$ cat src/rtl/network_result_capture_pkg.sv
// Shared constants and the occupancy state type for the network result capture slice.
package network_result_capture_pkg;

  localparam int unsigned RESULT_READY_BIT = 0;
  localparam int unsigned TAG_W            = 8;

  typedef enum logic [1:0] {
    OCC_EMPTY   = 2'd0,
    OCC_PARTIAL = 2'd1,
    OCC_FULL    = 2'd2
  } occ_state_t;

endpackage

$ cat src/rtl/network_result_capture_result_fifo.sv
// Result storage: circular buffer with natural-wrap pointers and an occupancy count.
module result_fifo #(
  parameter int unsigned DEPTH = 4,
  parameter int unsigned WIDTH = 40
) (
  input  logic                     clk,
  input  logic                     rst,
  input  logic                     push,
  input  logic                     pop,
  input  logic [WIDTH-1:0]         wdata,
  output logic [WIDTH-1:0]         rdata,
  output logic [$clog2(DEPTH):0]   count
);

  localparam int unsigned PW = $clog2(DEPTH);

  logic [WIDTH-1:0] mem [DEPTH];
  logic [PW-1:0]    wptr;
  logic [PW-1:0]    rptr;
  logic [PW:0]      cnt;

  always_ff @(posedge clk or posedge rst) begin
    if (rst) begin
      wptr <= '0;
      rptr <= '0;
      cnt  <= '0;
    end else begin
      if (push) wptr <= wptr + 1'b1;
      if (pop)  rptr <= rptr + 1'b1;
      case ({push, pop})
        2'b10:   cnt <= cnt + 1'b1;
        2'b01:   cnt <= cnt - 1'b1;
        default: cnt <= cnt;
      endcase
    end
  end

  always_ff @(posedge clk) begin
    if (push) mem[wptr] <= wdata;
  end

  // Head reads as zero while empty so stale words never appear after a reset.
  assign rdata = (cnt != '0) ? mem[rptr] : '0;
  assign count = cnt;

endmodule

$ cat src/rtl/network_result_capture.sv
// Captures one network result per rising edge of result_ready into a tagged FIFO for the host.
module network_result_capture
  import network_result_capture_pkg::*;
#(
  parameter int unsigned DEPTH  = 4,
  parameter int unsigned DATA_W = 32
) (
  input  logic                   clk,
  input  logic                   rst,
  input  logic [7:0]             control_out,
  input  logic [DATA_W-1:0]      data_out,
  output logic                   res_valid,
  input  logic                   res_ready,
  output logic [DATA_W-1:0]      res_data,
  output logic [TAG_W-1:0]       res_tag,
  output logic [$clog2(DEPTH):0] res_count,
  output logic                   ovf,
  input  logic                   clr_ovf
);

  localparam int unsigned CW = $clog2(DEPTH) + 1;
  localparam logic [CW-1:0] LAST_CNT = CW'(DEPTH - 1);
  localparam logic [CW-1:0] ONE_CNT  = CW'(1);

  logic                    ready_q;
  logic [TAG_W-1:0]        tag_cnt;
  occ_state_t              state;
  occ_state_t              state_nx;
  logic                    ovf_q;
  logic                    capture;
  logic                    full;
  logic                    pop;
  logic                    push;
  logic                    overflow;
  logic [CW-1:0]           count;
  logic [TAG_W+DATA_W-1:0] head;
  logic                    ctrl_unused;

  assign ctrl_unused = ^control_out[7:1];

  assign capture  = control_out[RESULT_READY_BIT] && !ready_q;
  assign full     = (state == OCC_FULL);
  assign res_valid = (state != OCC_EMPTY);
  assign pop      = res_valid && res_ready;
  // A capture while full is still accepted when the head leaves in the same cycle.
  assign push     = capture && (!full || pop);
  assign overflow = capture && full && !pop;

  always_comb begin
    state_nx = state;
    case (state)
      OCC_EMPTY:   if (push) state_nx = OCC_PARTIAL;
      OCC_PARTIAL: begin
        if (push && !pop && count == LAST_CNT)     state_nx = OCC_FULL;
        else if (pop && !push && count == ONE_CNT) state_nx = OCC_EMPTY;
      end
      OCC_FULL:    if (pop && !push) state_nx = OCC_PARTIAL;
      default:     state_nx = OCC_EMPTY;
    endcase
  end

  always_ff @(posedge clk or posedge rst) begin
    if (rst) begin
      ready_q <= 1'b0;
      tag_cnt <= '0;
      state   <= OCC_EMPTY;
      ovf_q   <= 1'b0;
    end else begin
      ready_q <= control_out[RESULT_READY_BIT];
      if (capture) tag_cnt <= tag_cnt + 1'b1;
      state <= state_nx;
      if (overflow)     ovf_q <= 1'b1;
      else if (clr_ovf) ovf_q <= 1'b0;
    end
  end

  result_fifo #(
    .DEPTH (DEPTH),
    .WIDTH (TAG_W + DATA_W)
  ) u_fifo (
    .clk   (clk),
    .rst   (rst),
    .push  (push),
    .pop   (pop),
    .wdata ({tag_cnt, data_out}),
    .rdata (head),
    .count (count)
  );

  assign res_data  = head[DATA_W-1:0];
  assign res_tag   = head[DATA_W +: TAG_W];
  assign res_count = count;
  assign ovf       = ovf_q;

endmodule

$ cat config.mk
export PLATFORM = sky130hd
export DESIGN_NAME = network_result_capture
export DESIGN_NICKNAME = d
export VERILOG_FILES = /design/src/rtl/network_result_capture_pkg.sv /design/src/rtl/network_result_capture_result_fifo.sv /design/src/rtl/network_result_capture.sv
export SDC_FILE = /design/constraint.sdc
export NUM_CORES = 1
export LEC_CHECK = 0
export ABC_AREA = 1
export CORE_ASPECT_RATIO = 0.75
export CORE_MARGIN = 2
export CORE_UTILIZATION = 50
export DETAILED_ROUTE_END_ITERATION = 8
export PLACE_DENSITY = 0.73
export SETUP_SLACK_MARGIN = 0.05
export SYNTH_ARGS = -nofsm -noshare
export SYNTH_HDL_FRONTEND = slang
export SYNTH_SLANG_ARGS = --single-unit
$ cat constraint.sdc
create_clock -name clk -period 5.4 [get_ports clk]
set_clock_uncertainty 0.1 [all_clocks]
set_input_delay 1.08 -clock clk [delete_from_list [all_inputs] [get_ports clk]]
set_output_delay 1.08 -clock clk [all_outputs]
set_load 0.02 [all_outputs]
* Yosys cells after proc, flatten, opt, wreduce, memory -nomap -nowiden
Memories as Yosys holds them, arrays and structs flattened.
Cells that the tools add are included.
** Operators by class
- $add $sub $neg :: 5
- Eq/ne operators :: 9
- Mux-type cells :: 11
- Reduce and logical (&&, ||, !) cells :: 20
** Operators with widths (number)
- $mux 40 :: 1
- $logic_and 1x1->1 :: 9
- $add 8x1->8 const B :: 1
- $mux 2 :: 4
- $pmux 2 s3 :: 1
- $pmux 3 s2 :: 1
- $reduce_bool 2->1 :: 3
- $add 2x1->2 const B :: 2
- $eq 2x1->1 const B :: 2
- $eq 2x2->1 const B :: 2
- $logic_not 1->1 :: 4
- $mux 1 :: 4
- $add 3x1->3 const B :: 1
- $eq 3x1->1 const B :: 1
- $eq 3x2->1 const B :: 1
- $ne 3x3->1 const B :: 1
- $reduce_and 3->1 :: 1
- $reduce_bool 3->1 :: 1
- $sub 3x1->3 const B :: 1
- $logic_not 2->1 :: 1
- $ne 2x1->1 const B :: 1
- $ne 2x2->1 const B :: 1
- $logic_or 1x1->1 :: 1
** Word-level totals
- Flip-flop bits (word level) :: 19
- Bits in writable memories :: 160
- Input port bits :: 44
- Output and inout bits :: 45
- Memories :: 1
** Memories
- u_fifo.mem :: depth 4, width 40, read ports 1, clocked after memory_dff 0, wr ports 1, RTL line network_result_capture_result_fifo.sv:17 : logic [WIDTH-1:0] mem [DEPTH];

* Logic depth before layout (Yosys ltp)
- Depth after elaboration :: 10
- Gate-level depth with buffers :: 10
- Mapped depth without buffers :: 10

* Modules after synthesis
A second synthesis with hierarchy kept.
** Second synthesis, totals
- Cell total of the unflattened synthesis :: 757
- Area, all modules :: 7941.4 um^2
** By module, submodules not included
- result_fifo :: times used 1, cells an instance 680, area an instance 7327.0 um^2, sequential area each 4979.8 um^2
- network_result_capture :: times used 1, cells an instance 77, area an instance 614.3 um^2, sequential area each 300.3 um^2

* Least setup slack after synthesis
No wires, ideal clock.
- Path kind :: input port to flip-flop
- Start point :: in control_out[0]
- End point :: mem u_fifo.mem[0][0], enable pin
- Setup time :: 0.437 ns
- Data arrival time :: 3.113 ns
- Data required time :: 4.863 ns
- Setup slack :: 1.749 ns
- Stages on the path :: 4
- Path buffers :: 0
- Cells stage by stage :: nand2_1 -> inv_1 -> nand2_2 -> nor2_1
** Between the ends
- Word-level cells in the longest chain between the ends :: 4
** Ends and longest elaborated chain
- from (decl) :: RTL line network_result_capture.sv:10 : input logic [7:0] control_out,
- $logic_and 1x1->1 :: RTL line network_result_capture.sv:41 : assign capture = control_out[RESULT_READY_BIT] && !ready_q;
- $logic_and 1x1->1 :: RTL line network_result_capture.sv:46 : assign push = capture && (!full || pop);
- $mux 1 :: RTL line network_result_capture_result_fifo.sv:39 : if (push) mem[wptr] <= wdata;
- $mux 1 (not written as such) :: RTL line network_result_capture_result_fifo.sv:39
- to (decl) :: RTL line network_result_capture_result_fifo.sv:17
Every way passes these cells.

* Worst setup path in the final report
- Start point :: reg u_fifo.rptr[0]
- End point :: out res_data[0]
** Between the ends
- Word-level cells in the longest chain between the ends :: 2
** Ends and longest elaborated chain
- from (decl) :: RTL line network_result_capture_result_fifo.sv:19 : logic [PW-1:0] rptr;
- from (signal assigned) :: RTL line network_result_capture_result_fifo.sv:29 : if (pop) rptr <= rptr + 1'b1;
- $mem_v2 4x40
- $mux 40 :: RTL line network_result_capture_result_fifo.sv:43 : assign rdata = (cnt != '0) ? mem[rptr] : '0;
- to (decl) :: RTL line network_result_capture.sv:14 : output logic [DATA_W-1:0] res_data,
Every way passes these cells.

==> results.sh <==
export IMPL_stdcell_count=890
export IMPL_coreArea_um2=14500
export IMPL_post_route_util_pct=61.1
export IMPL_min_delay_start="state[1]$_DFFE_PP0P_"
export IMPL_worst_r2r_endpoint="u_fifo.mem[2][28]$_DFFE_PP_"
export IMPL_final_layout_size_suffix_gt1_share_pct=6.67
export IMPL_multi_input_comb_area_um2=1710
export IMPL_synth_area_per_inst_um2=12.3
export IMPL_route_antenna_remaining_nets=0
export IMPL_ys_seq_elements=179
export IMPL_antenna_found_initial=0
export IMPL_grt_first_pass_wirelength_mm=22.4
export IMPL_synth_top_cells_by_count="176 x nor2_1, 160 x edfxtp_1, 66 x o21ai_1, 41 x a21oi_1"
export IMPL_synthToLayoutAreaGrowth_pct=19.2
export IMPL_die_width_um=145
export IMPL_cts_max_level=4
export IMPL_detail_route_vias_per_cell=5.14
export IMPL_worstSetupEndpointType="primary output"
export IMPL_insertedDiodeCount=0
export IMPL_final_cell_area_um2=8820
export IMPL_placed_cell_area_um2=8220
export IMPL_worst_setup_path_type="flip-flop to primary output"
export IMPL_effective_utilization_at_floorplan_pct=51.2
export IMPL_result_of_the_run="finished, final reports clean"
export IMPL_globalRouteOverflowTotal=0
export IMPL_cts_buffers=17
export IMPL_timing_critical_path_arrival_ns=3.20
export IMPL_number_of_input_and_output_port_buffers_inserted=81
export IMPL_detail_route_wl_per_cell_um=16.4
export IMPL_first_global_vias=4520
export IMPL_crit_path_top_delay_cell="dfrtp_2"
export IMPL_top_level_ports=89
export IMPL_postCtsHoldBufs=0
export IMPL_design_die_area_um2=15800
export IMPL_final_hold_violation_count=0
export IMPL_yosysMostFrequentCell="nor2_1"
export IMPL_power_leakage_nw=3.12
export IMPL_tritoncts_num_sinks=179
export IMPL_irDropWorstVdd_v=0.000257
export IMPL_cts_root_buf="clkbuf_16"
export IMPL_path_cells="buf_4 -> nor2_1 -> nor2_1 -> o21ai_1 -> a21oi_1 -> clkdlybuf4s50_1"
export IMPL_synth_main_ff_cell="edfxtp_1"
export IMPL_drt_pass1_iter_count=4
export IMPL_yosys_warnings=0
export IMPL_totalPowerFinal_mw=5.15
export IMPL_max_freq_ghz=0.228
export IMPL_synthArstFlopShare_pct=10.6
export IMPL_cellPowerDensity_nw_per_um2=584
export IMPL_drc=0
export IMPL_hold_end="state[1]$_DFFE_PP0P_"
export IMPL_post_route_min_period_ns=4.38
export IMPL_path_max_fanout=53
export IMPL_rows=38
export IMPL_seqCellArea_um2=5280
export IMPL_cts_resized=0
export IMPL_totalWireLength_mm=14.6
export IMPL_yosys_area_top_type="edfxtp_1"
export IMPL_syn_nets=658
export IMPL_dp_cells=859
export IMPL_synth_edf_count=160
export IMPL_critical_path_max_stage_delay_ns=1.06
export IMPL_tightestPinTransition_ns=1.05
export IMPL_period_share_pct=81.1
export IMPL_rsz0062_at_grt="false"
export IMPL_chipHeight_um=109
export IMPL_r2r_slack_ns=2.94
export IMPL_synth_area_um2=7410
export IMPL_critical_path_required_ns=4.22
export IMPL_min_path_cells=1
export IMPL_cp_depth=6
export IMPL_fill_cells=1110
export IMPL_kind_of_start_point_of_the_critical_path="flip-flop"
export IMPL_clock_tree_from_tritoncts="done"
export IMPL_cts_clk_slew_worst_paths_ns=0.06
export IMPL_max_slew_margin_pct=30.2
export IMPL_cts_buffer_depth=2
export IMPL_setup_violations_final=0
export IMPL_drtIter0Drc=302
export IMPL_worst_hold_path_type="flip-flop to flip-flop"
export IMPL_ys_seq_area_share_pct=71.3
export IMPL_crit_reg2reg_launch="ready_q$_DFF_PP0_"
export IMPL_via_count=4577
export IMPL_routabilityCongestion=0.742
export IMPL_grt_total_usage_pct=19.4
export IMPL_nNetsFinal=734
export IMPL_crit_family="buffers and inverters"
export IMPL_hpwlAfterDp_mm=8.16
export IMPL_ys_top_cells_by_area="edfxtp_1 65%, nor2_1 8.9%, dfrtp_1 6.4%"
export IMPL_synth_cell_types=25
export IMPL_timing_critical_path_mode_cell="nor2_1"
export IMPL_postSynthCellCount=602
export IMPL_timing_max_transition_violations_final=0
export IMPL_yosys_area_top_type_share_pct=64.9
export IMPL_crit_buf_inv=2
export IMPL_post_cts_setup_buffer_count=0
export IMPL_final_setup_tns_ns=0
export IMPL_timing_reg2reg_worst_path_depth=6
export IMPL_cap_violations=0
export IMPL_clk_insertion_delay_late_ns=0.43
export IMPL_grt_start_max_net_pins=82
## through the flow
stage	hold slack (ns)	worst slack, ns
2_1_floorplan	0.375	1.75
3_3_place_gp	0.393	1.54
3_5_place_dp	0.423	1.43
4_1_cts	0.434	0.962
5_1_grt	0.461	0.804
6_report	0.435	1.02
## layout make-up
class | instances | area share, %
Clock buffer | 17 | 4.82
Timing Repair Buffer | 87 | 9.70
Multi-Input combinational cell | 362 | 19.4
Inverter | 31 | 1.38
Tap cell | 200 | 2.84
Clock inverter | 14 | 2.01
Sequential cell | 179 | 59.9
## routing by layer
metal / track usage, % / vias up / part of all wire, %
met2: 32.9 / 160 / 50
met4: 6.24 / 0 / 0.72
li1: - / 2230 / -
met1: 24.0 / 2179 / 42
met5: 0 / - / 0
met3: 6.01 / 8 / 7.3
## worst max-delay path by stage
stage	startpoint	end	slack (ns)
final	u_fifo.rptr[0]$_DFFE_PP0P_	res_data[0]	1.02
after global routing	u_fifo.rptr[0]$_DFFE_PP0P_	res_data[0]	0.80
after CTS	u_fifo.rptr[0]$_DFFE_PP0P_	res_data[0]	0.96
after detailed placement	u_fifo.rptr[0]$_DFFE_PP0P_	res_data[0]	1.43
after global placement	u_fifo.rptr[0]$_DFFE_PP0P_	res_data[1]	1.54
after floorplan	control_out[0]	u_fifo.mem[0][0]$_DFFE_PP_	1.75
## cells by family after synthesis
logic type | synth area share (%)
fa+ha+maj | 2.03
buf+inv | 6.03
compound gates | 8.50
flops | 71.3
simple gates | 11.3
xor+xnor | 0.828
## cell usage in the layout (no fill, tap or decap), types with 2 or more instances in the layout
master             n
nor2_1           172
edfxtp_1         160
clkdlybuf4s50_1   81
o21ai_1           66
a21oi_1           41
inv_1             29
nand2_1           29
clkbuf_16         17
dfrtp_1           17
o21ai_0           16
ha_1              11
nand3_1            8
buf_4              6
xor2_1             5
inv_6              5
nor2_4             4
bufinv_16          3
nand4_1            2
nor3_1             2
xnor2_1            2
clkinv_4           2
clkinvlp_4         2
dfrtp_2            2
## flip-flops by register name, indices dropped and copies added (netlist names)
name	cells
u_fifo.rptr	2
u_fifo.mem	160
tag_cnt	8
ready_q	1
ovf	1
u_fifo.count	3
state	2
u_fifo.wptr	2
## worst reg2reg max path: stages (launching register included)
cell and delay, ns:
dfrtp_1 0.36, inv_1 0.08, nand2_1 0.15, inv_1 0.15, nand2_2 0.19, nor2_4 0.68, buf_4 0.42
## where the power goes
group	total (mW)	internal, mW	switching [mW]
Combinational	2.02	0.815	1.21
Clock	1.25	0.732	0.519
Sequential	1.88	1.72	0.161
Note: power is estimated with default switching activity, not from simulation.
